**config.mk**
```make
export PLATFORM = sky130hd
export DESIGN_NAME = spi_reg_master_flat
export DESIGN_NICKNAME = d
export VERILOG_FILES = /design/src/rtl/spi_reg_master_if.sv /design/src/rtl/spi_reg_master.sv /design/src/flat_wrapper.sv
export SDC_FILE = /design/constraint.sdc
export NUM_CORES = 1
export LEC_CHECK = 0
export ABC_CLOCK_PERIOD_IN_PS = 2780
export BUFFER_PORTS_ARGS = -buffer_cell sky130_fd_sc_hd__buf_2
export CAP_MARGIN = 20
export CORE_UTILIZATION = 30
export CTS_BUF_LIST = sky130_fd_sc_hd__clkbuf_8
export DETAILED_ROUTE_END_ITERATION = 8
export SLEW_MARGIN = 0
export SYNTH_ARGS = -nofsm -noshare
export SYNTH_HDL_FRONTEND = slang
export SYNTH_SLANG_ARGS = --single-unit
```
**constraint.sdc**
```tcl
create_clock -name clk -period 2.78 [get_ports clk]
set_input_delay 0 -clock clk [delete_from_list [all_inputs] [get_ports clk]]
set_output_delay 0 -clock clk [all_outputs]
set_load 0.03 [all_outputs]
```
**src/rtl/spi_reg_master_if.sv**
```systemverilog
`default_nettype none
// ============================================================================
//  Module      : spi_reg_master_if
//  Description : Core-side command/response bundle for spi_reg_master.
//                master modport - the core issuing register commands
//                slave  modport - the SPI controller executing them
//  Signals     : cmd_valid/cmd_ready   command handshake
//                cmd_write             1 = write, 0 = read
//                cmd_addr  [ADDR_W]    register address
//                cmd_wdata [REG_W]     write data
//                rsp_valid             single-cycle end-of-transfer strobe
//                rsp_rdata [REG_W]     data captured during the data phase
//  Revision    : 1.0 - initial release
// ============================================================================
interface spi_reg_master_if #(
  parameter int ADDR_W = 4,
  parameter int REG_W  = 8
);
  logic              cmd_valid;
  logic              cmd_ready;
  logic              cmd_write;
  logic [ADDR_W-1:0] cmd_addr;
  logic [REG_W-1:0]  cmd_wdata;
  logic              rsp_valid;
  logic [REG_W-1:0]  rsp_rdata;

  modport master (
    output cmd_valid, cmd_write, cmd_addr, cmd_wdata,
    input  cmd_ready, rsp_valid, rsp_rdata
  );

  modport slave (
    input  cmd_valid, cmd_write, cmd_addr, cmd_wdata,
    output cmd_ready, rsp_valid, rsp_rdata
  );
endinterface
`default_nettype wire

```
**src/rtl/spi_reg_master.sv**
```systemverilog
`default_nettype none
// ============================================================================
//  Module      : spi_reg_master
//  Description : SPI controller producing the spi_reg register-access frame.
//                One accepted command becomes one CS-framed transfer of
//                8+REG_W bits, MSB first: {write, zero pad, addr} then data
//                (write data, or zeros for reads). The last REG_W bits
//                sampled are returned on a one-cycle response strobe.
//  Parameters  : ADDR_W  (1..7) address width
//                REG_W           register data width
//                CLK_DIV (>=1)   clk cycles per SPI half-period
//  Ports       : clk, rst        clock, synchronous active-high reset
//                ena_i           gates command acceptance only
//                mode_i[1:0]     {CPOL,CPHA}, latched at acceptance
//                cmd_if          command/response bundle (slave modport)
//                spi_cs_n_o      chip select, active low
//                spi_clk_o       SPI clock
//                spi_mosi_o      controller-out data
//                spi_miso_i      controller-in data
//                loopback_i      only with SPI_MASTER_LOOPBACK_EN: receive
//                                from internal MOSI instead of spi_miso_i
//  Option      : `define SPI_MASTER_LOOPBACK_EN adds loopback_i
//  Revision    : 1.0 - initial release
// ============================================================================
module spi_reg_master #(
  parameter int ADDR_W  = 4,
  parameter int REG_W   = 8,
  parameter int CLK_DIV = 2
) (
  input  logic            clk,
  input  logic            rst,
  input  logic            ena_i,
  input  logic [1:0]      mode_i,
  spi_reg_master_if.slave cmd_if,
  output logic            spi_cs_n_o,
  output logic            spi_clk_o,
  output logic            spi_mosi_o,
  input  logic            spi_miso_i
`ifdef SPI_MASTER_LOOPBACK_EN
  ,
  input  logic            loopback_i
`endif
);

  localparam int FRAME_W = 8 + REG_W;
  localparam int EDGES   = 2 * FRAME_W;
  localparam int EDGE_W  = $clog2(EDGES);
  localparam int CNT_W   = (CLK_DIV > 1) ? $clog2(CLK_DIV) : 1;
  localparam logic [CNT_W-1:0]  HP_LAST   = CNT_W'(CLK_DIV - 1);
  localparam logic [EDGE_W-1:0] EDGE_LAST = EDGE_W'(EDGES - 1);

  typedef enum logic [2:0] {
    ST_IDLE  = 3'd0,
    ST_SETUP = 3'd1,
    ST_SHIFT = 3'd2,
    ST_HOLD  = 3'd3,
    ST_GAP   = 3'd4
  } state_e;

  state_e               state_q, state_d;
  logic [CNT_W-1:0]     cnt_q, cnt_d;
  logic [EDGE_W-1:0]    edge_q, edge_d;
  logic                 cpol_q, cpol_d;
  logic                 cpha_q, cpha_d;
  logic [FRAME_W-1:0]   tx_q, tx_d;
  logic [REG_W-1:0]     rx_q, rx_d;
  logic                 cs_n_q, cs_n_d;
  logic                 sclk_q, sclk_d;
  logic                 mosi_q, mosi_d;
  logic                 ready_q, ready_d;
  logic                 rsp_valid_q, rsp_valid_d;
  logic [REG_W-1:0]     rdata_q, rdata_d;
  logic                 lpbk_q, lpbk_d;

  logic                 w_accept;
  logic                 w_hp_end;
  logic                 w_fire;
  logic [EDGE_W-1:0]    w_idx;
  logic                 w_rx_bit;
  logic                 w_lpbk_in;
  logic [7:0]           w_cmd_byte;
  logic [FRAME_W-1:0]   w_frame;
  logic [REG_W:0]       w_rx_ext;

`ifdef SPI_MASTER_LOOPBACK_EN
  assign w_lpbk_in = loopback_i;
  // Loopback reads the MOSI pin register, i.e. exactly what the slave sees.
  assign w_rx_bit  = lpbk_q ? mosi_q : spi_miso_i;
`else
  assign w_lpbk_in = 1'b0;
  assign w_rx_bit  = spi_miso_i;
`endif

  assign w_accept = cmd_if.cmd_valid & ready_q;
  assign w_hp_end = (cnt_q == HP_LAST);
  assign w_rx_ext = {rx_q, w_rx_bit};

  always_comb begin
    w_cmd_byte                = '0;
    w_cmd_byte[7]             = cmd_if.cmd_write;
    w_cmd_byte[ADDR_W-1:0]    = cmd_if.cmd_addr;
    w_frame = {w_cmd_byte, (cmd_if.cmd_write ? cmd_if.cmd_wdata : {REG_W{1'b0}})};
  end

  always_comb begin
    state_d     = state_q;
    cnt_d       = w_hp_end ? '0 : cnt_q + 1'b1;
    edge_d      = edge_q;
    cpol_d      = cpol_q;
    cpha_d      = cpha_q;
    tx_d        = tx_q;
    rx_d        = rx_q;
    sclk_d      = sclk_q;
    mosi_d      = mosi_q;
    rsp_valid_d = 1'b0;
    rdata_d     = rdata_q;
    lpbk_d      = lpbk_q;
    w_fire      = 1'b0;
    w_idx       = edge_q;

    case (state_q)
      ST_IDLE: begin
        cnt_d = '0;
        if (w_accept) begin
          state_d = ST_SETUP;
          cpol_d  = mode_i[1];
          cpha_d  = mode_i[0];
          lpbk_d  = w_lpbk_in;
          sclk_d  = mode_i[1];
          edge_d  = '0;
          rx_d    = '0;
          // CPHA=0 presents the MSB during SETUP, so the shifter starts one
          // bit ahead; CPHA=1 drives the MSB on the first leading edge.
          if (mode_i[0]) begin
            tx_d   = w_frame;
            mosi_d = 1'b0;
          end else begin
            tx_d   = {w_frame[FRAME_W-2:0], 1'b0};
            mosi_d = w_frame[FRAME_W-1];
          end
        end
      end
      ST_SETUP: begin
        if (w_hp_end) begin
          state_d = ST_SHIFT;
          w_fire  = 1'b1;
          w_idx   = '0;
          edge_d  = '0;
        end
      end
      ST_SHIFT: begin
        // edge_q holds the index of the last SPI edge produced; the edge
        // count closes the phase so SHIFT spans exactly 2*FRAME_W halves.
        if (w_hp_end) begin
          if (edge_q == EDGE_LAST) begin
            state_d = ST_HOLD;
          end else begin
            w_fire = 1'b1;
            w_idx  = edge_q + 1'b1;
            edge_d = edge_q + 1'b1;
          end
        end
      end
      ST_HOLD: begin
        if (w_hp_end) state_d = ST_GAP;
      end
      ST_GAP: begin
        if (cnt_q == '0) begin
          rsp_valid_d = 1'b1;
          rdata_d     = rx_q;
        end
        if (w_hp_end) state_d = ST_IDLE;
      end
      default: state_d = ST_IDLE;
    endcase

    // Even edge index = leading edge. The sampling edge is leading for
    // CPHA=0 and trailing for CPHA=1; the other edge drives MOSI.
    if (w_fire) begin
      sclk_d = ~sclk_q;
      if (~w_idx[0] ^ cpha_q) begin
        rx_d = w_rx_ext[REG_W-1:0];
      end else begin
        mosi_d = tx_q[FRAME_W-1];
        tx_d   = {tx_q[FRAME_W-2:0], 1'b0};
      end
    end

    if (state_d == ST_IDLE) begin
      sclk_d = mode_i[1];
      mosi_d = 1'b0;
    end
    if (state_d == ST_GAP) mosi_d = 1'b0;
  end

  assign cs_n_d  = (state_d == ST_IDLE) || (state_d == ST_GAP);
  assign ready_d = (state_d == ST_IDLE) && ena_i;

  always_ff @(posedge clk) begin
    if (rst) begin
      state_q     <= ST_IDLE;
      cnt_q       <= '0;
      edge_q      <= '0;
      cpol_q      <= 1'b0;
      cpha_q      <= 1'b0;
      tx_q        <= '0;
      rx_q        <= '0;
      cs_n_q      <= 1'b1;
      sclk_q      <= 1'b0;
      mosi_q      <= 1'b0;
      ready_q     <= 1'b0;
      rsp_valid_q <= 1'b0;
      rdata_q     <= '0;
      lpbk_q      <= 1'b0;
    end else begin
      state_q     <= state_d;
      cnt_q       <= cnt_d;
      edge_q      <= edge_d;
      cpol_q      <= cpol_d;
      cpha_q      <= cpha_d;
      tx_q        <= tx_d;
      rx_q        <= rx_d;
      cs_n_q      <= cs_n_d;
      sclk_q      <= sclk_d;
      mosi_q      <= mosi_d;
      ready_q     <= ready_d;
      rsp_valid_q <= rsp_valid_d;
      rdata_q     <= rdata_d;
      lpbk_q      <= lpbk_d;
    end
  end

  assign cmd_if.cmd_ready = ready_q;
  assign cmd_if.rsp_valid = rsp_valid_q;
  assign cmd_if.rsp_rdata = rdata_q;
  assign spi_cs_n_o       = cs_n_q;
  assign spi_clk_o        = sclk_q;
  assign spi_mosi_o       = mosi_q;

endmodule
`default_nettype wire
```
**src/flat_wrapper.sv**
```systemverilog
// flat-port wrapper written by rule: the top's interface ports become plain ports
module spi_reg_master_flat 
#(
  parameter int ADDR_W  = 4,
  parameter int REG_W   = 8,
  parameter int CLK_DIV = 2
)
  (clk, rst, ena_i, mode_i, spi_cs_n_o, spi_clk_o, spi_mosi_o, spi_miso_i, cmd_if_cmd_valid, cmd_if_cmd_write, cmd_if_cmd_addr, cmd_if_cmd_wdata, cmd_if_cmd_ready, cmd_if_rsp_valid, cmd_if_rsp_rdata);
  spi_reg_master_if #(.ADDR_W(ADDR_W), .REG_W(REG_W)) cmd_if_i ();
  input  logic clk;
  input  logic rst;
  input  logic ena_i;
  input  logic [1:0] mode_i;
  output logic spi_cs_n_o;
  output logic spi_clk_o;
  output logic spi_mosi_o;
  input  logic spi_miso_i;
  input wire logic [$bits(cmd_if_i.cmd_valid)-1:0] cmd_if_cmd_valid;
  input wire logic [$bits(cmd_if_i.cmd_write)-1:0] cmd_if_cmd_write;
  input wire logic [$bits(cmd_if_i.cmd_addr)-1:0] cmd_if_cmd_addr;
  input wire logic [$bits(cmd_if_i.cmd_wdata)-1:0] cmd_if_cmd_wdata;
  output wire logic [$bits(cmd_if_i.cmd_ready)-1:0] cmd_if_cmd_ready;
  output wire logic [$bits(cmd_if_i.rsp_valid)-1:0] cmd_if_rsp_valid;
  output wire logic [$bits(cmd_if_i.rsp_rdata)-1:0] cmd_if_rsp_rdata;
  assign cmd_if_i.cmd_valid = cmd_if_cmd_valid;
  assign cmd_if_i.cmd_write = cmd_if_cmd_write;
  assign cmd_if_i.cmd_addr = cmd_if_cmd_addr;
  assign cmd_if_i.cmd_wdata = cmd_if_cmd_wdata;
  assign cmd_if_cmd_ready = cmd_if_i.cmd_ready;
  assign cmd_if_rsp_valid = cmd_if_i.rsp_valid;
  assign cmd_if_rsp_rdata = cmd_if_i.rsp_rdata;
  spi_reg_master #(.ADDR_W(ADDR_W), .REG_W(REG_W), .CLK_DIV(CLK_DIV)) u_core (.clk(clk), .rst(rst), .ena_i(ena_i), .mode_i(mode_i), .cmd_if(cmd_if_i), .spi_cs_n_o(spi_cs_n_o), .spi_clk_o(spi_clk_o), .spi_mosi_o(spi_mosi_o), .spi_miso_i(spi_miso_i));
endmodule
```
==> results.tsv, run 1 <==
metric	value	unit
place_congestion	0.7820	
routed_via_density	4.947	
ys.flop_type	dfxtp_1	
hold_violations	0	
core	7370	um2
track_usage	0.1249	
fp.dieW	89.96	um
num_rows	31	
power.density	494.9	nW/um2
finalClockSkew	0.005744	ns
highest_layer	met4	
leakagePower	0.9670	nW
cts_tree	built	
antenna_cells	0	
worst_setup_path_start_kind	flop	
synth_top_area_cell	dfxtp_1	
yosys.area.top_type_share	0.4054	
syn-cell-area	2321	um2
post-dp-hpwl	3379	um
min_path_type	input port to flop	
htree_levels	2	
cp.required	2.95	ns
netlist_instances	270	
wirelength	4850	um
final_area	2705	um2
tightest_slew	0.5550	ns
root_buffer	clkbuf_8	
finalSetupTns	0	ns
synth_edf_count	0	
grt_pass1_wl	8452	um
hold-worst-slack	0.06591	ns
numCtsBuffers	5	
synth_seq_area_share	0.4054	
worstSetupEndpointType	flop	
worstPathArrival	2.54	ns
finalNetCount	320	
dp_slack	0.4146	ns
cts_buffer_depth	2	
io_buffers	32	
wire_per_inst	12.19	um
initial_core_util	0.3149	
rsz0062_at_grt	no	
syn2layout_area_growth	16.55	%
maxCapViolCount	0	
grt_overflow_total	0	
io_pins	33	
ys_warn_count	0	
postSynth.asyncResetShare	0	
wl_met2	2178	um
first_pass_iters	4	
postCtsSetupBuffers	0	
syn_avg_cell_area	8.596	um2
fin_total_pwr	1.339	mW
worstSetupPathType	flop to flop	
grt_pass1_vias	1808	
slew_violations	0	
met1_length	2486	um
fin_ws	0.4052	ns
cts_sinks	47	
drtAntennaViolNets	0	
setup_violations	0	
finalCriticalPeriod	2.375	ns
vias	1969	
yosys_register_bits	47	
drtIter0Drc	109	
max_freq	421.1	MHz
fill_cells	787	
drive_gt1_frac	0.2341	
synth_fp_nets	292	
slew-limit-headroom	0.6300	
grt_max_degree	27	
synthTopCellsByArea	dfxtp_1 41%, nand2_1 7.6%, a311oi_2 5.2%	
antenna_found_initial	0	
outcome	complete, no violations	
synthDistinctLibCells	43	
path_max_fanout	25	
ir_worst_vdd	0.2250	mV
period_share	0.8542	
die_area	8092	um2
drc	0	
clkTransAtPathRegs	0.09	ns
die-height	89.96	um
postPlaceCellArea	2550	um2
wl_met3	161	um
clk_latency	0.30	ns
## per-stage QoR
step	util	instances
final	0.3671	398
after global routing	0.3671	398
after CTS	0.3657	397
after detailed placement	0.3460	386
after global placement	0.3460	386
after floorplan	-	270
## synthesized netlist by cell type, drive strengths merged (2+ instances only)
master / n
a2111oi: 2
a211oi: 5
a21oi: 23
a311oi: 10
a31o: 3
a31oi: 3
and2b: 2
and3: 2
buf: 13
clkbuf: 10
dfxtp: 47
ha: 2
inv: 2
mux2: 7
mux2i: 4
nand2: 47
nand2b: 7
nand3: 16
nand3b: 7
nand4: 3
nor2: 16
nor2b: 3
nor3: 3
nor3b: 4
nor4: 2
o211ai: 5
o21ai: 12
or4b: 2
or4bb: 2
## layout by cell type (no fill, tap or decap), types with 2 or more instances in the layout
cell type	instances
nand2_1	47
dfxtp_1	47
buf_2	32
a21oi_1	23
nor2_1	16
nand3_1	16
o21ai_0	12
a311oi_2	8
buf_4	8
nand3b_1	7
mux2_2	7
nand2b_1	7
o211ai_1	5
clkbuf_8	5
a211oi_1	4
mux2i_1	4
dlygate4sd3_1	4
a31o_2	3
nor3_1	3
nor2b_1	3
nor3b_1	3
nand4_1	3
and3_1	2
and2b_1	2
or4bb_1	2
a31oi_1	2
a311oi_1	2
inv_1	2
nor4_1	2
a2111oi_0	2
ha_1	2
## flip-flops by register name, indices dropped and copies added, names as in the netlist
signal                   cells
u_core.cmd_if.cmd_ready      1
u_core.cmd_if.rsp_rdata      8
u_core.spi_clk_o             1
u_core.edge_q                5
u_core.spi_cs_n_o            1
u_core.cmd_if.rsp_valid      1
u_core.cnt_q                 1
u_core.rx_q                  8
u_core.spi_mosi_o            1
u_core.tx_q                 16
u_core.cpha_q                1
u_core.state_q               3
## final timing paths
path,from,end,slack [ns],depth (start not counted)
worst max-delay path,u_core.edge_q[0],u_core.tx_q[15],0.41,9
worst min-delay path,cmd_if_cmd_write,u_core.tx_q[0],0.07,3
worst max register to register,u_core.edge_q[0],u_core.tx_q[15],0.41,9
worst min register to register,u_core.rx_q[5],u_core.cmd_if.rsp_rdata[5],0.46,2
## cell type report
type / instances / area [um2] / area share
Clock buffer: 5 / 68.82 / 0.02544
Clock inverter: 3 / 46.29 / 0.01711
Inverter: 2 / 7.507 / 0.002775
Multi-Input combinational cell: 198 / 1257 / 0.4648
Sequential cell: 47 / 940.9 / 0.3478
Tap cell: 99 / 123.9 / 0.04579
Timing Repair Buffer: 44 / 260.3 / 0.09621
## layer usage
layer,vias up,global-route usage
met5,-,0
met4,0,0.03091
met3,2,0.02961
met2,38,0.2013
met1,897,0.1683
li1,1032,-
## logic make-up (layout without fill, tap and decap cells)
family / count (synthesis) / count (layout) / synth area share
simple gates: 118 / 118 / 0.2620
compound gates: 67 / 67 / 0.2178
flops: 47 / 47 / 0.4054
buf+inv: 25 / 54 / 0.05284
mux: 11 / 11 / 0.05122
fa+ha+maj: 2 / 2 / 0.01078
## power by group
group          total (mW)  switching, mW  internal, mW  leakage [nW]
sequential          0.699         0.0131         0.686         0.380
combinational       0.122         0.0683        0.0539         0.532
clock               0.518          0.247         0.271        0.0548
total                1.34          0.328          1.01         0.967
## repair_timing
action                    CTS  global route
gates resized for setup     0             0
hold endpoints to repair    3             1
hold buffers                3             1
## worst max-delay path: stages (launching register included)
cell and delay (ns):
dfxtp_1 0.33, ha_1 0.21, and3_1 0.19, ha_1 0.23, or4b_4 0.51, nor3b_4 0.26
a31oi_4 0.04, buf_4 0.25, nor2_1 0.15, a311oi_2 0.06
No activity file was read; power rests on OpenSTA's default activity.
==> run 2: changes to the inputs <==
ABC_CLOCK_PERIOD_IN_PS = 2100   (was 2780)
clock period = 2.1 ns   (was 2.78 ns; I/O delays follow)
==> run 2 against run 1 <==
The run now ends with negative setup slack left. Fmax about the same. Via count rose by 11%. Sequential cell count stayed put. Sequential share of layout area shrank 4.0 points. Largest power group unchanged. Global-route usage rose by 2.1 points. Register-to-register slack worse by 0.68 ns. Critical endpoint is now u_core.tx_q[10].
==> results.tsv, run 2 (synthesized netlist as in run 1, its figures left out) <==
metric	value	unit	change
outcome	finished with violations		was complete, no violations
violations	negative setup slack		
ir_worst_vdd	0.3327	mV	was 0.2250 mV
finalCriticalPeriod	2.374	ns	was 2.375 ns
track_usage	0.1460		was 0.1249
die-height	89.96	um	unchanged
worstPathArrival	2.54	ns	about the same
wirelength	5760	um	was 4850 um
place_inst	399		was 386
maxCapViolCount	0		unchanged
finalClockSkew	0.01047	ns	was 0.005744 ns
clk_latency	0.31	ns	was 0.30 ns
path_max_fanout	7		was 25
max_freq	421.2	MHz	was 421.1 MHz
fp.dieW	89.96	um	unchanged
io_pins	33		unchanged
core	7370	um2	unchanged
regMostFlops	u_core.tx_q		unchanged
num_rows	31		unchanged
fin_ws	-0.2742	ns	was 0.4052 ns
period_share	1.131		was 0.8542
place_congestion	0.7517		was 0.7820
drtAntennaViolNets	0		unchanged
post-dp-hpwl	3592	um	was 3379 um
root_buffer	clkbuf_8		unchanged
numCtsBuffers	5		unchanged
clkTransAtPathRegs	0.10	ns	was 0.09 ns
hold_violations	0		unchanged
antenna_found_initial	0		unchanged
dp_slack	-0.3138	ns	was 0.4146 ns
vias	2187		was 1969
slew-limit-headroom	0.5635		was 0.6300
io_buffers	32		unchanged
layout_common_cells	45 x nand2_1, 45 x dfxtp_1, 32 x buf_2		was 47 x nand2_1, 47 x dfxtp_1, 32 x buf_2
fill_cells	764		was 787
grt_overflow_total	0		unchanged
wire_per_inst	13.68	um	was 12.19 um
largest_reg_flops	16		unchanged
drc	0		unchanged
routed_via_density	5.195		was 4.947
fin_total_pwr	1.820	mW	was 1.339 mW
antenna_cells	0		unchanged
drtIter0Drc	103		was 109
hold-worst-slack	0.07107	ns	was 0.06591 ns
tightest_slew	0.6538	ns	was 0.5550 ns
cts_buffer_depth	2		unchanged
layout.cells.non_filler	421		was 398
initial_core_util	0.3149		unchanged
grt_pass1_vias	1967		was 1808
power.density	592.7	nW/um2	was 494.9 nW/um2
slew_violations	0		unchanged
leakagePower	1.087	nW	was 0.9670 nW
cts_sinks	47		unchanged
cts_tree	built		unchanged
cp.required	2.26	ns	was 2.95 ns
grt_pass1_wl	9653	um	was 8452 um
finalNetCount	343		was 320
rsz0062_at_grt	yes		was no
drive_gt1_frac	0.3634		was 0.2341
worstSetupEndpointType	flop		unchanged
syn2layout_area_growth	32.29	%	was 16.55%
htree_levels	2		unchanged
grt_max_degree	36		was 27
min_path_type	input port to flop		unchanged
worst_setup_path_start_kind	flop		unchanged
first_pass_iters	4		unchanged
worstSetupPathType	flop to flop		unchanged
finalSetupTns	-5.553	ns	was 0 ns
setup_violations	29		was 0
die_area	8092	um2	unchanged
run 2: changes by cell type in the layout (fill, tap and decap cells not counted), moves of 3 or more:
| cell | change |
|---|---|
| a31o_2 | -3 |
| o21ai_0 | -5 |
| a31oi_4 | +3 |
| a31o_4 | +3 |
| buf_4 | +15 |
| buf_6 | +5 |
| o21ai_1 | +4 |
| nor2_1 | -9 |
| nor2_2 | +9 |
run 2: cell type report:
| cell class | instances | area [um2] | area share |
|---|---|---|---|
| tap | 99 | 123.9 | 0.04034 |
| timing repair buffer | 64 | 429.2 | 0.1398 |
| sequential | 47 | 945.9 | 0.3081 |
| multi-input combinational | 201 | 1448 | 0.4715 |
| inverter | 2 | 7.507 | 0.002445 |
| clock buffer | 5 | 68.82 | 0.02241 |
| clock inverter | 3 | 47.55 | 0.01548 |
run 2: per-layer routing:
layer	global-route usage	up-vias	part of all wire
met3	0.03638	2	0.044
met5	0	-	0
met4	0.03629	0	0.0036
met1	0.1965	1050	0.48
li1	-	1082	-
met2	0.2340	53	0.47
run 2: worst max-delay path: stages (launching register included):
cell and delay [ns]:
dfxtp_4 0.36, ha_4 0.15, and3_4 0.18, ha_4 0.16, buf_6 0.11, or4b_4 0.53
nor3b_4 0.24, buf_6 0.16, a31oi_4 0.07, o211ai_1 0.17, a21oi_1 0.09
run 2: power breakdown:
part / internal (mW) / switching [mW] / leakage (nW)
clock network: 0.361 / 0.338 / 0.0587
registers: 0.908 / 0.0180 / 0.381
logic: 0.0870 / 0.108 / 0.646
run 2: path summary, 6_finish.rpt:
kind	start	end	slack [ns]	cells after the start
worst min register to register	u_core.cmd_if.rsp_rdata[3]	u_core.cmd_if.rsp_rdata[3]	0.45	2
worst max-delay path	u_core.edge_q[0]	u_core.tx_q[10]	-0.27	10
worst max register to register	u_core.edge_q[0]	u_core.tx_q[10]	-0.27	10
worst min-delay path	cmd_if_cmd_write	u_core.tx_q[5]	0.07	3
run 2: per-stage QoR:
stage	area (um2)	utilization
after detailed placement	2691	0.3652
after global routing	3070	0.4166
after floorplan	2371	-
after CTS	2988	0.4054
after global placement	2691	0.3652
final	3070	0.4166
run 2: repair_timing:
item	4_1_cts	5_1_grt
gates resized for setup	15	20
cloned	3	1
hold buffers	4	0
endpoints found under the hold margin	4	0
setup buffers	4	2
setup endpoints to repair	31	31
pin swaps	15	21
